[src/rtl/alu_op_decoder.sv]
// alu_op_decoder: registered decode stage turning a MIPS instruction word
// into ALU control fields (ALUFun, Sign, operand/immediate selects).
// Valid/ready on both sides with a one-entry skid buffer so in_ready is a
// flop and never depends combinationally on out_ready.
// Optional feature macro: DECODE_ILLEGAL_TRAP_EN -- flags unrecognised
// encodings on `illegal` and stalls intake in a TRAP state until exc_ack.
module alu_op_decoder #(
    parameter logic [31:0] RESET_PC_TAG = 32'h0000_0000
) (
    input  logic        clk,
    input  logic        reset,
    input  logic        flush,
    input  logic        in_valid,
    output logic        in_ready,
    input  logic [31:0] instr_in,
    input  logic [31:0] tag_in,
    output logic        out_valid,
    input  logic        out_ready,
    output logic [5:0]  ALUFun,
    output logic        Sign,
    output logic        alu_src1_shamt,
    output logic        alu_src2_imm,
    output logic        ext_signed,
    output logic        lui,
    output logic [31:0] instr_out,
    output logic [31:0] tag_out,
    output logic        illegal,
    input  logic        exc_ack
);

    typedef struct packed {
        logic [5:0] alu_fun;
        logic       sign;
        logic       src1_shamt;
        logic       src2_imm;
        logic       ext_signed;
        logic       lui;
        logic       illegal;
    } dec_t;

    // Field decode; anything unlisted yields all-zero controls with illegal set.
    function automatic dec_t decode(input logic [5:0] op, input logic [4:0] rt,
                                    input logic [5:0] fn);
        dec_t d;
        d = '0;
        case (op)
            6'h00: begin
                case (fn)
                    6'h20: begin d.alu_fun = 6'b000000; d.sign = 1'b1; end
                    6'h21: d.alu_fun = 6'b000000;
                    6'h22: begin d.alu_fun = 6'b000001; d.sign = 1'b1; end
                    6'h23: d.alu_fun = 6'b000001;
                    6'h24: d.alu_fun = 6'b011000;
                    6'h25: d.alu_fun = 6'b011110;
                    6'h26: d.alu_fun = 6'b010110;
                    6'h27: d.alu_fun = 6'b010001;
                    6'h2a: begin d.alu_fun = 6'b110101; d.sign = 1'b1; end
                    6'h2b: d.alu_fun = 6'b110101;
                    6'h00: begin d.alu_fun = 6'b100000; d.src1_shamt = 1'b1; end
                    6'h02: begin d.alu_fun = 6'b100001; d.src1_shamt = 1'b1; end
                    6'h03: begin d.alu_fun = 6'b100011; d.src1_shamt = 1'b1; end
                    6'h08, 6'h09: d.alu_fun = 6'b011010;
                    default: d.illegal = 1'b1;
                endcase
            end
            6'h01: begin
                if (rt == 5'd0) begin
                    d.alu_fun = 6'b111011;
                    d.sign    = 1'b1;
                end else begin
                    d.illegal = 1'b1;
                end
            end
            6'h02, 6'h03: d.alu_fun = 6'b000000;
            6'h04: begin d.alu_fun = 6'b110011; d.sign = 1'b1; end
            6'h05: begin d.alu_fun = 6'b110001; d.sign = 1'b1; end
            6'h06: begin d.alu_fun = 6'b111101; d.sign = 1'b1; end
            6'h07: begin d.alu_fun = 6'b111111; d.sign = 1'b1; end
            6'h08: begin d.sign = 1'b1; d.src2_imm = 1'b1; d.ext_signed = 1'b1; end
            6'h09: begin d.src2_imm = 1'b1; d.ext_signed = 1'b1; end
            6'h0a: begin
                d.alu_fun = 6'b110101; d.sign = 1'b1;
                d.src2_imm = 1'b1; d.ext_signed = 1'b1;
            end
            6'h0b: begin d.alu_fun = 6'b110101; d.src2_imm = 1'b1; d.ext_signed = 1'b1; end
            6'h0c: begin d.alu_fun = 6'b011000; d.src2_imm = 1'b1; end
            6'h0f: begin d.lui = 1'b1; d.src2_imm = 1'b1; end
            6'h23, 6'h2b: begin d.src2_imm = 1'b1; d.ext_signed = 1'b1; end
            default: d.illegal = 1'b1;
        endcase
        return d;
    endfunction

    logic        out_valid_r;
    dec_t        out_dec_r;
    logic [31:0] out_instr_r;
    logic [31:0] out_tag_r;
    logic        skid_valid_r;
    logic [31:0] skid_instr_r;
    logic [31:0] skid_tag_r;
    logic        in_ready_r;

    logic        accept_s;
    logic        consume_s;
    logic        trap_enter_s;
    logic        trap_next_s;
    logic        out_load_s;
    logic        out_sel_skid_s;
    logic        out_clear_s;
    logic        skid_load_s;
    logic        skid_clear_s;
    logic        skid_valid_next_s;
    logic [31:0] load_instr_s;
    logic [31:0] load_tag_s;

    // flush outranks both handshakes
    assign accept_s  = in_valid & in_ready_r & ~flush;
    assign consume_s = out_valid_r & out_ready & ~flush;

`ifdef DECODE_ILLEGAL_TRAP_EN
    typedef enum logic {RUN = 1'b0, TRAP = 1'b1} state_t;
    state_t state_r;
    state_t state_next_s;

    assign trap_enter_s = consume_s & out_dec_r.illegal & (state_r == RUN);
    assign trap_next_s  = (state_next_s == TRAP);
    assign illegal      = out_dec_r.illegal;

    // Trap state register; only reset or exc_ack leave TRAP
    always_ff @(posedge clk) begin
        if (reset) begin
            state_r <= RUN;
        end else begin
            state_r <= state_next_s;
        end
    end

    // Trap next-state: enter when an illegal entry is consumed
    always_comb begin
        state_next_s = state_r;
        case (state_r)
            RUN:     if (trap_enter_s) state_next_s = TRAP; else state_next_s = RUN;
            TRAP:    if (exc_ack) state_next_s = RUN; else state_next_s = TRAP;
            default: state_next_s = RUN;
        endcase
    end
`else
    logic [1:0] unused_trap_s;
    assign unused_trap_s = {exc_ack, out_dec_r.illegal};
    assign trap_enter_s  = 1'b0;
    assign trap_next_s   = 1'b0;
    assign illegal       = 1'b0;
`endif

    // Routing of OUT/SKID loads; a trap entry discards whatever sits in SKID
    always_comb begin
        out_load_s     = 1'b0;
        out_sel_skid_s = 1'b0;
        out_clear_s    = 1'b0;
        skid_load_s    = 1'b0;
        skid_clear_s   = 1'b0;
        if (flush) begin
            out_clear_s  = 1'b1;
            skid_clear_s = 1'b1;
        end else if (consume_s) begin
            if (skid_valid_r && !trap_enter_s) begin
                out_load_s     = 1'b1;
                out_sel_skid_s = 1'b1;
                if (accept_s) skid_load_s = 1'b1; else skid_clear_s = 1'b1;
            end else if (accept_s) begin
                out_load_s   = 1'b1;
                skid_clear_s = 1'b1;
            end else begin
                out_clear_s  = 1'b1;
                skid_clear_s = 1'b1;
            end
        end else if (!out_valid_r) begin
            if (accept_s) out_load_s = 1'b1; else out_clear_s = 1'b1;
        end else if (accept_s) begin
            skid_load_s = 1'b1;
        end else begin
            skid_load_s = 1'b0;
        end
    end

    // Source selection for OUT and the next SKID occupancy
    always_comb begin
        if (out_sel_skid_s) begin
            load_instr_s = skid_instr_r;
            load_tag_s   = skid_tag_r;
        end else begin
            load_instr_s = instr_in;
            load_tag_s   = tag_in;
        end
        if (skid_load_s) begin
            skid_valid_next_s = 1'b1;
        end else if (skid_clear_s) begin
            skid_valid_next_s = 1'b0;
        end else begin
            skid_valid_next_s = skid_valid_r;
        end
    end

    // OUT and SKID registers plus the registered ready flag
    always_ff @(posedge clk) begin
        if (reset) begin
            out_valid_r  <= 1'b0;
            out_dec_r    <= '0;
            out_instr_r  <= 32'h0000_0000;
            out_tag_r    <= RESET_PC_TAG;
            skid_valid_r <= 1'b0;
            skid_instr_r <= 32'h0000_0000;
            skid_tag_r   <= 32'h0000_0000;
            in_ready_r   <= 1'b0;
        end else begin
            if (out_load_s) begin
                out_valid_r <= 1'b1;
                out_dec_r   <= decode(load_instr_s[31:26], load_instr_s[20:16], load_instr_s[5:0]);
                out_instr_r <= load_instr_s;
                out_tag_r   <= load_tag_s;
            end else if (out_clear_s) begin
                out_valid_r <= 1'b0;
                out_dec_r   <= '0;
                out_instr_r <= 32'h0000_0000;
                out_tag_r   <= RESET_PC_TAG;
            end
            if (skid_load_s) begin
                skid_valid_r <= 1'b1;
                skid_instr_r <= instr_in;
                skid_tag_r   <= tag_in;
            end else if (skid_clear_s) begin
                skid_valid_r <= 1'b0;
            end
            in_ready_r <= ~skid_valid_next_s & ~trap_next_s;
        end
    end

    assign in_ready       = in_ready_r;
    assign out_valid      = out_valid_r;
    assign ALUFun         = out_dec_r.alu_fun;
    assign Sign           = out_dec_r.sign;
    assign alu_src1_shamt = out_dec_r.src1_shamt;
    assign alu_src2_imm   = out_dec_r.src2_imm;
    assign ext_signed     = out_dec_r.ext_signed;
    assign lui            = out_dec_r.lui;
    assign instr_out      = out_instr_r;
    assign tag_out        = out_tag_r;

endmodule

[config.mk]
export PLATFORM = sky130hd
export DESIGN_NAME = alu_op_decoder
export DESIGN_NICKNAME = d
export VERILOG_FILES = /design/src/rtl/alu_op_decoder.sv
export SDC_FILE = /design/constraint.sdc
export NUM_CORES = 1
export LEC_CHECK = 0
export BUFFER_PORTS_ARGS = -buffer_cell sky130_fd_sc_hd__clkbuf_2
export CELL_PAD_IN_SITES_DETAIL_PLACEMENT = 1
export CELL_PAD_IN_SITES_GLOBAL_PLACEMENT = 1
export CORE_MARGIN = 2
export CORE_UTILIZATION = 42
export DETAILED_ROUTE_END_ITERATION = 8
export GPL_TIMING_DRIVEN = 0
export PLACE_DENSITY = 0.95
export SYNTH_ARGS = -nofsm -noshare
export SYNTH_HDL_FRONTEND = slang
export SYNTH_SLANG_ARGS = --single-unit
[constraint.sdc]
create_clock -name clk -period 3.9 [get_ports clk]
set_input_delay 0.585 -clock clk [delete_from_list [all_inputs] [get_ports clk]]
set_output_delay 0.585 -clock clk [all_outputs]
set_load 0.02 [all_outputs]
==> impl_results.md <==
- Routed wire per std cell: 17.4 um
- Fin cells: 1294
- P_leak: 3.35 nW
- Peak supply drop: 0.315 mV
- Status: finished, final reports clean
- H-tree depth: 4
- Clk root buf: clkbuf_16
- Clock slew at reported path FFs: 0.06 ns
- Top cells by count, synth: nand2_1, a21oi_1, dfxtp_1
- Cell taking the most area after synthesis: dfxtp_1
- Distinct cell type count after synthesis: 64
- # setup viols final: 0
- CP Max Fanout: 10
- Layout net count: 1141
- Area grow syn2layout: 24.3%
- Vias in the first global route: slightly below 7000
- #FFs+latches synth: 142
- Die Y: 129 um
- Number of flops mapped to enable cells by yosys: 0
- FP Rows: between 40 and 50
- Crit share post-route: 64.8%
- Cts bufs inserted: 17
- Synthesized instance count: between 900 and 1000
- Post-Syn Area per Cell: 7.26 um^2
- Max Cap Violations: 0
- Clk Latency, worst-skew pair: between 0.4 and 0.5 ns
- TNS Setup: 0 ns
- Arr. time, crit path: 2.88 ns
- Cell Area, Synth: 0.00661 mm^2
- Async SR Flop Fraction: 0%
- Initial DRC Count: between 400 and 500
- Critical path buffer and inverter count: 3
- Startpoint Class: flip-flop
- Fmax: 396 MHz
- Hold_buf cts: 0
- GR Util All Layers: 26.6%
- Power Density: 420 mW/mm^2
- Pwr Total: 3.45 mW
- DRC: 0
- GR Overflow Total: 0
- CP max-delay cell: nor3b_2
- Most numerous cell on the critical path: clkbuf_1
- HPWL Detailed: 15.7 mm
- TritonCTS clock tree: built
- Count leader, synth: nand2_1
- CTS Buffer Depth: 2
- Top cell type's share of synthesized area: 43.0%
- Endpoints failing hold: 0
- Crit-path cells: buf_6 -> nor3b_2 -> clkbuf_1 -> clkbuf_1 -> a21oi_1 -> nor2_1
- Cts repair resizes: 0
- Port Buf Inserts: between 100 and 150
- Starting Density: about 43%
- Critical path's top delay family: buffers and inverters
- DRT antenna net count: 0
- Syn. warnings: 0
- Floorplan core area: between 0.015 and 0.02 mm^2
- Minimum clock period: 2.53 ns
- Largest net degree at the start of global routing: 17
- Fillers: 2021
- Post-synthesis net count: 980
- Placed Cells: 1263
- Layout cell share with drive strength beyond 1: 19.8%
- Crit path largest cell delay: 0.70 ns
- Slew margin rel.: 41.3%
- Slew of the pin with the lowest slew margin: 0.875 ns
- Register area share after synthesis: 43.0%
- Worst Setup End Kind: flip-flop
- First-pass GRT wire length: roughly 35 mm
- Die X: around 130 um
- Routed wire length: 22.5 mm
- Detailed Routing Iterations Pass 1: 6
- I/O pins: roughly 150
- Area after DPL: 0.00758 mm^2
- Postcts setup bufs: 0
- Routed via count: just over 7000
- Placer Congestion: 0.899
- WP data required: 4.25 ns
- Main area contributors after synthesis: dfxtp_1, nand2_1, a21oi_1
- RSZ-0062 raised after global routing: no
- Worst Hold Class: in2reg
- Vias/cell: 5.45
- Design area: between 0.008 and 0.009 mm^2
- Top FF cell, synth: dfxtp_1
- Die area: 0.0168 mm^2
- Clock sink count: 142
- Pins over their slew limit: 0
- N_diodes: 0
- Critical path type: reg2reg
- Initial antenna violation count: 0
- Clock skew: 0.00720 ns
-- cell usage in the layout, fill, tap and decap left out, types with 3 or more instances in the layout --
cell,instances
nand2_1,264
a21oi_1,194
clkbuf_2,143
dfxtp_1,142
nor2_1,84
clkbuf_1,43
buf_2,23
clkbuf_16,17
nor2b_1,16
mux2i_1,10
nand3_1,9
a211oi_1,8
nor3_1,8
o21ai_0,8
nand2b_1,7
a22oi_1,6
buf_1,6
nand3b_1,4
nor4_1,4
mux2_2,4
a311oi_1,4
clkinv_2,4
bufinv_16,4
buf_6,3
inv_1,3
a21boi_0,3
o2111ai_1,3
o22ai_1,3
nand4b_1,3
clkbuf_8,3
-- cell families (layout without fill, tap and decap cells) --
logic type,count (synthesis),after routing,share of synthesized area (%)
AND/OR/NAND/NOR,417,417,27.1
AO/OA/AOI/OAI,252,252,21.6
flip-flops,142,142,43.0
buffers and inverters,81,254,5.51
multiplexers,15,15,2.42
XOR/XNOR,2,2,0.265
other,1,1,0.0567
-- power breakdown --
group | switching, mW | internal, mW | leakage, nW
Clock | 0.631 | 1.11 | 0.308
Combinational | 0.154 | 0.0803 | 1.90
Sequential | 0.00785 | 1.46 | 1.15
-- metrics by stage --
stage	utilization (%)	hold WS [ns]	worst slack (ns)
finish	53.6	0.370	1.37
global route	53.6	0.363	1.28
CTS	53.6	0.363	1.41
detailed placement	49.5	0.447	1.13
global placement	49.5	0.441	1.15
floorplan	-	0.437	1.94
-- layer usage --
metal	vias up	GRT usage, %	share of wire (%)
met5	-	0	0
met4	0	9.42	2.3
met3	45	5.70	4.9
met2	225	45.1	49
met1	3386	33.4	43
li1	3393	-	-
-- flip-flops by register name (all words and copies together), names as in the netlist, 6 cells and up --
name and count:
ALUFun 6, instr_out 32, skid_instr_r 32, skid_tag_r 32
tag_out 32
-- area by class of cell --
type,count,area [um^2],area share [%]
clock inverter,11,164,2.00
timing repair buffer,142,711,8.65
buffer,78,353,4.29
inverter,3,11.3,0.137
clock buffer,20,467,5.68
multi-input combinational,687,3400,41.4
tap,211,264,3.21
sequential,142,2840,34.6
-- final timing paths --
path,from,end,slack [ns],cells after the start
worst max-delay path,out_valid$_SDFFE_PP0P_,instr_out[16]$_SDFFE_PP0P_,1.37,6
worst min-delay path,flush,out_valid$_SDFFE_PP0P_,0.37,2
worst max register to register,out_valid$_SDFFE_PP0P_,instr_out[16]$_SDFFE_PP0P_,1.37,6
worst min register to register,ALUFun[0]$_SDFFE_PP0P_,ALUFun[0]$_SDFFE_PP0P_,0.45,2
(Power assumes the default switching activity.)
